--- config.mk ---
export PLATFORM = sky130hd
export DESIGN_NAME = multicycle_controller
export DESIGN_NICKNAME = d
export VERILOG_FILES = /design/src/rtl/multicycle_controller.sv
export SDC_FILE = /design/constraint.sdc
export NUM_CORES = 1
export LEC_CHECK = 0
export BUFFER_PORTS_ARGS = -buffer_cell sky130_fd_sc_hd__buf_4
export CORE_ASPECT_RATIO = 0.6
export CORE_MARGIN = 2
export CORE_UTILIZATION = 40
export DETAILED_ROUTE_END_ITERATION = 8
export PLACE_DENSITY = 0.68
export SYNTH_ARGS = -nofsm -noshare
export SYNTH_HDL_FRONTEND = slang
export SYNTH_SLANG_ARGS = --single-unit
--- constraint.sdc ---
create_clock -name clk -period 2.9 [get_ports clk]
set_clock_uncertainty 0.2 [all_clocks]
set_input_delay 0.29 -clock clk [delete_from_list [all_inputs] [get_ports clk]]
set_output_delay 0.29 -clock clk [all_outputs]
set_load 0.01 [all_outputs]
--- src/rtl/multicycle_controller.sv ---
// multicycle_controller: Moore FSM sequencing fetch/decode/execute/memory/writeback for a multicycle RISC-V datapath
module multicycle_controller (
    input  logic        clk,
    input  logic        reset,
    input  logic [6:0]  opcode,
    input  logic        mem_ready,
    input  logic        zero,
    output logic        mem_req,
    output logic        mem_we,
    output logic        ir_write,
    output logic        pc_write,
    output logic        pc_write_cond,
    output logic        reg_write,
    output logic        alu_src,
    output logic        mem_to_reg,
    output logic [1:0]  alu_op,
    output logic [2:0]  state,
    output logic        illegal,
    output logic [31:0] instret
);
    typedef enum logic [2:0] {
        IDLE = 3'd0, FETCH = 3'd1, DECODE = 3'd2, EXECUTE = 3'd3,
        MEMORY = 3'd4, WRITEBACK = 3'd5, TRAP = 3'd7
    } state_t;
    typedef enum logic [2:0] {
        C_NONE, C_R, C_LOAD, C_STORE, C_IMM, C_BR, C_JAL, C_JALR
    } cls_t;
    state_t st, nxt;
    cls_t   cls, dcls;
    logic   retire;
    // classify the opcode presented during DECODE
    always_comb begin
        dcls = opcode == 7'b0110011 ? C_R :
               opcode == 7'b0000011 ? C_LOAD :
               opcode == 7'b0100011 ? C_STORE :
               opcode == 7'b0010011 ? C_IMM :
               opcode == 7'b1100011 ? C_BR :
               opcode == 7'b1101111 ? C_JAL :
               opcode == 7'b1100111 ? C_JALR : C_NONE;
    end
    // next-state selection; TRAP and the unused encoding stay trapped until reset
    always_comb begin
        nxt = st;
        case (st)
            IDLE:      nxt = FETCH;
            FETCH:     nxt = mem_ready ? DECODE : FETCH;
            DECODE:    nxt = dcls == C_NONE ? TRAP : EXECUTE;
            EXECUTE:   nxt = (cls == C_LOAD || cls == C_STORE) ? MEMORY :
                             cls == C_BR ? FETCH : WRITEBACK;
            MEMORY:    nxt = !mem_ready ? MEMORY : cls == C_LOAD ? WRITEBACK : FETCH;
            WRITEBACK: nxt = FETCH;
            default:   nxt = TRAP;
        endcase
    end
    assign retire = nxt == FETCH && (st == EXECUTE || st == MEMORY || st == WRITEBACK);
    // state, latched instruction class and retire counter
    always_ff @(posedge clk or posedge reset) begin
        if (reset) begin
            st      <= IDLE;
            cls     <= C_NONE;
            instret <= 32'd0;
        end else begin
            st <= nxt;
            if (st == DECODE) cls <= dcls;
            if (retire) instret <= instret + 32'd1;
        end
    end
    assign state         = st;
    assign illegal       = st == TRAP;
    assign mem_req       = st == FETCH || st == MEMORY;
    assign mem_we        = st == MEMORY && cls == C_STORE;
    assign ir_write      = st == FETCH && mem_ready;
    assign pc_write      = (st == FETCH && mem_ready) ||
                           (st == EXECUTE && (cls == C_JAL || cls == C_JALR));
    assign pc_write_cond = st == EXECUTE && cls == C_BR && zero;
    assign reg_write     = st == WRITEBACK;
    assign mem_to_reg    = st == WRITEBACK && cls == C_LOAD;
    assign alu_src       = st == EXECUTE && (cls == C_IMM || cls == C_LOAD ||
                                             cls == C_STORE || cls == C_JALR);
    assign alu_op        = st != EXECUTE ? 2'b00 :
                           cls == C_R ? 2'b10 :
                           cls == C_IMM ? 2'b11 :
                           cls == C_BR ? 2'b01 : 2'b00;
endmodule

# ---- After elaboration in Yosys (flattened, before gate mapping)
# Cells that the tools add are included.
dict set report classes {
  mux 18
  n_reduce_logical 20
  n_eq_ne 22
  n_addsub 1
}
# cell n
set op_table {}
lappend op_table {{$mux W3} 12}
lappend op_table {{$add A32 B1 Y32 const B} 1}
lappend op_table {{$eq A3 B3 Y1 const B} 7}
lappend op_table {{$eq A7 B7 Y1 const B} 3}
lappend op_table {{$pmux W3 S5} 1}
lappend op_table {{$eq A7 B6 Y1 const B} 2}
lappend op_table {{$eq A3 B2 Y1 const B} 4}
lappend op_table {{$eq A3 B1 Y1 const B} 3}
lappend op_table {{$logic_or A1 B1 Y1} 9}
lappend op_table {{$logic_and A1 B1 Y1} 8}
lappend op_table {{$mux W2} 4}
lappend op_table {{$eq A7 B2 Y1 const B} 1}
lappend op_table {{$eq A7 B5 Y1 const B} 1}
lappend op_table {{$logic_not A3 Y1} 2}
lappend op_table {{$ne A3 B2 Y1 const B} 1}
lappend op_table {{$reduce_or A2 Y1} 1}
lappend op_table {{$mux W1} 1}
dict set report word_totals {
  wordCells 64
  inputBits 11
  out_inout_bits 46
  regBits 38
}

# ---- Logic depth before layout (Yosys ltp)
# Gate-level depths: netlist (run 1).
dict set report depth {
  ltp_word 13
  ltp_mapped 8
  mapped_depth_nobuf 6
}

# ---- Least setup slack after synthesis (run 1)
# OpenSTA, ideal clock, no wires.
dict set report synth_path {
  path_type {register -> register}
  from {reg st[0], in the netlist state[0]}
  to {reg instret[8]}
  stages_incl_launch_ff 9
  setup_time_ns 0.132
  arrival_time_ns 1.806
  required_time_ns 2.568
  path_buffers 3
  path_slack_ns 0.762
  synth_period_minus_slack_ns 2.138
  path_cell_list {dfrtp_1 -> buf_2 -> or3b_2 -> buf_4 -> a21oi_1 -> a211o_4 -> buf_4 -> nor3_1 -> xor2_1}
}
dict set report synth_between {
  elab_chain_cells 5
  elab_cells_between_ends 12
  cone_classes {eq/ne (6); mux (1); reduce/logical (5)}
}
# item line
set synth_lines {}
lappend synth_lines {{start: declaration} 28} ;# state_t st, nxt;
lappend synth_lines {{start signal: assignment} 63} ;# st <= nxt;
lappend synth_lines {{$eq A3 B3 Y1 / $logic_not A3 Y1 (equally long branches)} {44, 55}}
lappend synth_lines {{$reduce_or A2 Y1 (no source line)} --}
lappend synth_lines {{$pmux W3 S5} 44} ;# case (st)
lappend synth_lines {{$eq A3 B1 Y1} 55} ;# assign retire = nxt == FETCH && (st == EXECUTE || st == MEMORY || st == WRITEBACK);
lappend synth_lines {{$logic_and A1 B1 Y1 *} 55}
lappend synth_lines {{end signal: assignment} 65} ;# if (retire) instret <= instret + 32'd1;
lappend synth_lines {{end: declaration} 19} ;# output logic [31:0] instret
# Mark *: on every way between the ends. The rest lies on a longest branch, timed or not.
# A chain may end at the register's enable or synchronous reset.

# ---- Worst setup path after layout (run 1)
dict set report layout_path {
  from {reg st[1], in the netlist state[1]}
  to {reg instret[1]}
}
# Same word-level chain as after synthesis.

==> results of run 1 <==
## per-layer routing
| layer | vias to the layer above | wire (um) | GRT usage (%) |
|---|---|---|---|
| li1 | 917 | - | - |
| met1 | 887 | 2876 | 28.93 |
| met2 | 62 | 2091 | 26.16 |
| met3 | 8 | 364 | 5.335 |
| met4 | 0 | 46 | 4.110 |
| met5 | - | 0 | 0 |
## critical path, delay by kind of cell (launching register included)
family | cells | cell delay (ns)
compound gates | 3 | 0.63
flops | 1 | 0.65
mux | 1 | 0.29
simple gates | 1 | 0.59
## metrics by stage
| step | setup slack (ns) | instances | util (%) | cell area [um2] |
|---|---|---|---|---|
| 2_1_floorplan | 0.7615 | 224 | - | 2193 |
| 3_3_place_gp | 0.4955 | 339 | 51.09 | 2646 |
| 3_5_place_dp | 0.4340 | 339 | 51.09 | 2646 |
| 4_1_cts | 0.4224 | 348 | 54.03 | 2799 |
| 5_1_grt | 0.2452 | 348 | 54.03 | 2799 |
| 6_report | 0.4233 | 348 | 54.03 | 2799 |
## worst paths after layout
check                                          endpoint  slack [ns]                     from
worst max-delay path             instret[1]$_DFFE_PP0P_        0.42       state[1]$_DFF_PP0_
worst min-delay path                 cls[1]$_DFFE_PP0P_        0.03                opcode[4]
worst max register to register   instret[1]$_DFFE_PP0P_        0.42       state[1]$_DFF_PP0_
worst min register to register  instret[31]$_DFFE_PP0P_        0.28  instret[31]$_DFFE_PP0P_
max in group asynchronous        instret[6]$_DFFE_PP0P_        1.68                    reset
min in group asynchronous       instret[24]$_DFFE_PP0P_        0.47                    reset
## cell usage after synthesis (4+ instances only)
| master | n | area, um2 |
|---|---|---|
| dfrtp_1 | 38 | 950.9 |
| nor2_1 | 8 | 30.03 |
| nand4_1 | 7 | 43.79 |
| nand2_1 | 27 | 101.4 |
| xor2_1 | 30 | 262.8 |
| and3_1 | 7 | 43.79 |
| inv_1 | 8 | 30.03 |
| nor2b_1 | 7 | 43.79 |
| nor4_1 | 15 | 93.84 |
| nor3_1 | 17 | 85.08 |
| nand3_1 | 6 | 30.03 |
| a21oi_1 | 6 | 30.03 |
| buf_2 | 4 | 20.02 |
## cells in the final DEF, fill, tap and decap left out, drive strengths merged
master	n
a211o	1
nor4b	1
dlygate4sd3	1
and4bb	1
nand2b	3
a211oi	1
nand3b	3
a2111oi	2
nand2	27
a21o	1
xnor2	3
nor2b	7
nor3b	1
mux2	1
o41ai	3
inv	8
o21bai	1
nand3	7
a21oi	6
nand4	7
ha	1
or3b	2
and3	7
a31oi	3
nor2	8
buf	59
clkbuf	6
o21ai	3
nor4	18
dfrtp	38
o2111ai	3
nor3	17
xor2	30
bufinv	2
## power by group through the flow
stage	clock network (mW)	registers [mW]	logic (mW)
after floorplan	0	0.540	0.0139
after global placement	0	0.540	0.0331
after detailed placement	0	0.540	0.0340
after CTS	0.569	0.529	0.0351
after global routing	0.590	0.529	0.0387
final	0.562	0.529	0.0343
## cells by family after synthesis
group	synth area share (%)
xor+xnor	13.18
compound gates	9.071
simple gates	28.64
fa+ha+maj	0.5704
buf+inv	4.677
flops	43.35
mux	0.5134
## cell type report
type	instances	area [um2]
clock inverter	2	60.06
multi-input combinational	168	1140
inverter	8	30.03
fill	474	2381
tap	66	82.58
sequential	38	950.9
clock buffer	6	82.58
timing repair buffer	60	452.9
## state kept, by name, summed over array words and instances (netlist names)
name / count
instret: 32
cls: 3
state: 3
## what timing repair did
action,4_1_cts,5_1_grt
hold buffers,1,0
gates resized for setup,0,0
endpoints found under the hold margin,38,0
buffers inserted,0,0
==> metrics, run 1 <==
critical path's most frequent cell=a21oi_1; area grow syn2layout=27.61%; Worst EP required=2.88 ns; path type of the worst min-delay path=in2reg; Antenna Cells=0; synthesized cell area=2193 um2; Leak=1.414 nW; hold path depth=2; Slew Limit Fails=0; CTS tree=built; Post-route DRC=0; clock buffer depth=2; async set-reset flop share out of synthesis=100.0%; Sink Count=38; unrepaired setup endpoints after global routing=false; combinational share of power=3.0%; Flop pwr share=47.0%; status=finished clean; Sw Share=19.13%; Tot Pwr=1.126 mW; critical-path cell list=or3b_2 -> a21oi_1 -> a211o_4 -> a21oi_1 -> mux2_2; Die W=99.60 um; Placement Rows=20; GR Util All Layers=18.78%; initial antenna violation count=0; Clk Latency, worst-skew pair=0.30 ns; Final Hold Viols=0; crit path launch type=flip-flop; minimum clock period=2.477 ns; PwrDens=402.2 nW/um2; IO Pins=57; CTS Buf Count=5; Core Area=5180 um2; Max IR drop VDD=0.2402 mV; Finish-stage setup viols=0; first-pass GRT wire length=8.763 mm; # H-tree levels=2; floorplan die height=61.36 um; drt total wl=5.379 mm; Slew @ Worst Pin=0.7523 ns; layout cells sized above 1=28.72%; total negative setup slack=0 ns; Fmax=0.4038 GHz; Routed Antenna Nets=0; Clock Tree Root=clkbuf_8; slowest CP cell=dfrtp_1; DPL Wire Length=3.899 mm; Yosys warnings=0; Yosys cell types=40; Mapped Cells=224; CP max FO=32; hold slack=0.02844 ns; Slew headroom=49.80%; gr ovfl total=0; slowest stage delay, CP=0.65 ns; CP Capture Type=flip-flop; flops & latches, synth=38; fin nets=293; Vias=1874; critical path class=reg2reg; drt wl/cell=15.46 um; clock share of power=49.9%; fin crit share=85.40%; Main synth FF type=dfrtp_1; Syn Nets=236; gpl congestion=0.8212; DRT Pass-1 Iters=4; Pint=910.3 uW; Worst Path Arrival=2.46 ns; R2R depth=5; vias in the first global route=1728; DIE AREA=6111 um2; Net Switching=215.3 uW; Iteration-0 DRC Markers=89; Worst-path clk slew=0.08 ns; max-cap viol count=0; Post-Syn Area per Cell=9.792 um2; vias per cell=5.385; post-synthesis sequential area ratio=43.35%; Post-synth EDFFs=0; IO Port Bufs=56; largest net degree at the start of global routing=39; Initial Utilization=42.34%
(Power assumes the default switching activity.)
==> inputs of run 2 (changes only) <==
--- a/config.mk
+++ b/config.mk
@@ -5,12 +5,13 @@
 export SDC_FILE = /design/constraint.sdc
 export NUM_CORES = 1
 export LEC_CHECK = 0
+export ABC_AREA = 1
 export BUFFER_PORTS_ARGS = -buffer_cell sky130_fd_sc_hd__buf_4
 export CORE_ASPECT_RATIO = 0.6
 export CORE_MARGIN = 2
 export CORE_UTILIZATION = 40
 export DETAILED_ROUTE_END_ITERATION = 8
-export PLACE_DENSITY = 0.68
+export PLACE_DENSITY = 0.7
 export SYNTH_ARGS = -nofsm -noshare
 export SYNTH_HDL_FRONTEND = slang
 export SYNTH_SLANG_ARGS = --single-unit
==> run 2 against run 1 <==
Hold slack gained 0.16 ns. First-iteration DRC count grew to 2.8 times the previous value. Die area rose by 28%. The run now ends with DRC left. Cell area is 24% higher. Largest cell class unchanged. Routed wire length increased by 49%. Area after synthesis rose by 30%.
==> metrics, run 2 <==
Main synth FF type=dfrtp_1; async set-reset flop share out of synthesis=100.0% (unchanged); commonest non-fill, non-tap cell in the layout=nand2_1; Finish-stage setup viols=0 (unchanged); Slew @ Worst Pin=0.5267 ns (-0.2256 ns); Routed Antenna Nets=0 (unchanged); combinational share of power=2.8% (-0.2 points); Worst Slack Setup Final=0.7633 ns (+0.3400 ns); crit path launch type=flip-flop; cts repair resizes=0 (unchanged); layout cells sized above 1=17.25% (-11 points); critical path's most frequent cell=nand2_1; IO Pins=57 (unchanged); IO Port Bufs=56 (unchanged); Syn Nets=441 (+87%); Clk Latency, worst-skew pair=0.28 ns (-0.02 ns); Worst Path Arrival=2.11 ns (-0.35 ns); Slew Limit Fails=0 (unchanged); gpl congestion=0.8999 (+9.6%); clock buffer depth=2 (unchanged); Pint=884.2 uW (-2.9%); Net Switching=232.7 uW (+8.1%); DIE AREA=7832 um2 (+28%); CP top delay family=simple AND/OR/NAND/NOR gates; Initial Utilization=41.93% (-0.41 points); Vias=3000 (+60%); Post-synth top cells=nand2_1, nor2_1, dfrtp_1, nand4_1, inv_1; gr ovfl total=0 (unchanged); total negative setup slack=0 ns (unchanged); hold slack=0.1864 ns (+0.1579 ns); max-cap viol count=0 (unchanged); failing checks=DRC; non-filler instance count after layout=574 (+65%); Clock Tree Root=clkbuf_16; GR Util All Layers=20.97% (+2.2 points); Finished Core Util=51.16% (-2.9 points); Post-DP Area=3317 um2 (+25%); DPL Wire Length=5.979 mm (+53%); Largest Register=instret; Slew headroom=64.51% (+15 points); hold-fix buffers at CTS=1 (unchanged); flops & latches, synth=38 (unchanged); post-CTS setup buffers=0 (unchanged); Final Instance Area=3475 um2 (+24%); minimum clock period=2.137 ns (-0.3400 ns); Flop pwr share=47.5% (+0.5 points); Iteration-0 DRC Markers=245 (+180%); Worst-path clk slew=0.06 ns (-0.02 ns); Post-route DRC=2 (+2); area grow syn2layout=22.01%; Tot Pwr=1.117 mW (-0.77%); Post-Syn Area per Cell=6.638 um2 (-32%); Fmax=0.4680 GHz (+16%); Sw Share=20.83% (+1.7 points); Inst Count DP=565 (+67%); status=complete, but fails checks; commonest non-fill, non-tap cells in the layout=nand2_1, nor2_1, buf_4; CTS tree=built; Yosys cell types=28 (-30%); post-synth top area cell=dfrtp_1; Post-synth EDFFs=0 (unchanged); PwrDens=321.5 nW/um2 (-20%); worst slack, placed=0.7740 ns (+0.3400 ns); DRT Pass-1 Iters=7 (+3); synthesized cell area=2848 um2 (+30%); initial antenna violation count=0 (unchanged); first-pass GRT wire length=13.33 mm (+52%); fin nets=498 (+70%); Core Area=6792 um2 (+31%); drt total wl=8.015 mm (+49%); path type of the worst min-delay path=in2reg; CP max FO=30 (-6.3%); largest net degree at the start of global routing=39 (unchanged); slowest stage delay, CP=0.49 ns (-0.16 ns); floorplan die height=69.36 um (+13%); max reg flops=32 (unchanged); drt wl/cell=13.96 um (-9.7%); unrepaired setup endpoints after global routing=false; CP Capture Type=flip-flop; fin crit share=73.68% (-12 points); Die W=112.9 um (+13%); Final Hold Viols=0 (unchanged); Leak=1.725 nW (+22%); vias in the first global route=2528 (+46%); most common cell in the netlist=nand2_1; clock share of power=49.7% (-0.2 points); # H-tree levels=2 (unchanged); CTS Buf Count=5 (unchanged); vias per cell=5.226 (-2.9%); critical path class=reg2reg; Worst EP required=2.87 ns (about the same); CP bufs+invs=2 (+2); Sink Count=38 (unchanged); post-synthesis sequential area ratio=33.39% (-10 points); Mapped Cells=429 (+92%); Synth area leaders=dfrtp_1, nand2_1, nor2_1, nand4_1, inv_1; Placement Rows=23 (+15%); critical-path cell list=inv_2 -> nand2_4 -> nand2_1 -> o21ai_0 -> inv_1 -> nand4_4 -> nand2_1 -> nand2_1; Max IR drop VDD=0.1804 mV (-25%); slowest CP cell=dfrtp_1; Antenna Cells=0 (unchanged); Synth top area share=33.39% (-10 points); Yosys warnings=0 (unchanged)
[run 2: cell count changes after synthesis, moves of 7 or more]
cell / before / now
nand2_1: 27 / 181
nor2_1: 8 / 62
nand4_1: 7 / 37
inv_1: 8 / 28
xor2_1: 30 / 11
nor4_1: 15 / 0
nand3b_1: 2 / 14
nor3_1: 17 / 7
and3_1: 7 / 0
nor2b_1: 7 / 0
[run 2: area by class of cell]
class | count | area, um2
Clock buffer | 7 | 142.6
Clock inverter | 1 | 5.005
Fill cell | 681 | 3317
Inverter | 32 | 122.6
Multi-Input combinational cell | 347 | 1677
Sequential cell | 38 | 950.9
Tap cell | 87 | 108.9
Timing Repair Buffer | 62 | 467.9
[run 2: metal layers]
| metal | track usage, % | up-vias | wire, um |
|---|---|---|---|
| li1 | - | 1491 | - |
| met1 | 35.68 | 1375 | 4178 |
| met2 | 27.04 | 129 | 3014 |
| met3 | 3.671 | 5 | 781 |
| met4 | 3.252 | 0 | 40 |
| met5 | 0 | - | 0 |
[run 2: cells by family after synthesis]
family | after synthesis | share of synthesized area [%]
simple gates | 323 | 52.24
buf+inv | 44 | 7.733
flops | 38 | 33.39
xor+xnor | 15 | 4.613
compound gates | 8 | 1.582
fa+ha+maj | 1 | 0.4393
[run 2: final timing paths]
| kind | startpoint | endpoint | slack, ns | cells past startpoint |
|---|---|---|---|---|
| max | state[2]$_DFF_PP0_ | instret[13]$_DFFE_PP0P_ | 0.76 | 8 |
| min | mem_ready | state[1]$_DFF_PP0_ | 0.19 | 3 |
| max reg2reg | state[2]$_DFF_PP0_ | instret[13]$_DFFE_PP0P_ | 0.76 | 8 |
| min reg2reg | instret[31]$_DFFE_PP0P_ | instret[31]$_DFFE_PP0P_ | 0.33 | 2 |
| max in group asynchronous | reset | instret[5]$_DFFE_PP0P_ | 1.68 | 4 |
| min in group asynchronous | reset | instret[31]$_DFFE_PP0P_ | 0.47 | 4 |
[run 2: worst reg2reg max path, delay by kind of cell (launching register included)]
kind / cells / cell delay, ns
AOI/OAI and AO/OA: 1 / 0.22
buffers and inverters: 2 / 0.29
DFF: 1 / 0.49
and+or+nand+nor: 5 / 0.82
[run 2: power by group through the flow]
stage          sequential (mW)  clock [mW]  combinational, mW
2_1_floorplan            0.540           0             0.0143
4_1_cts                  0.530       0.558             0.0326
3_5_place_dp             0.540           0             0.0316
3_3_place_gp             0.540           0             0.0311
6_report                 0.530       0.555             0.0316
5_1_grt                  0.530       0.579             0.0368
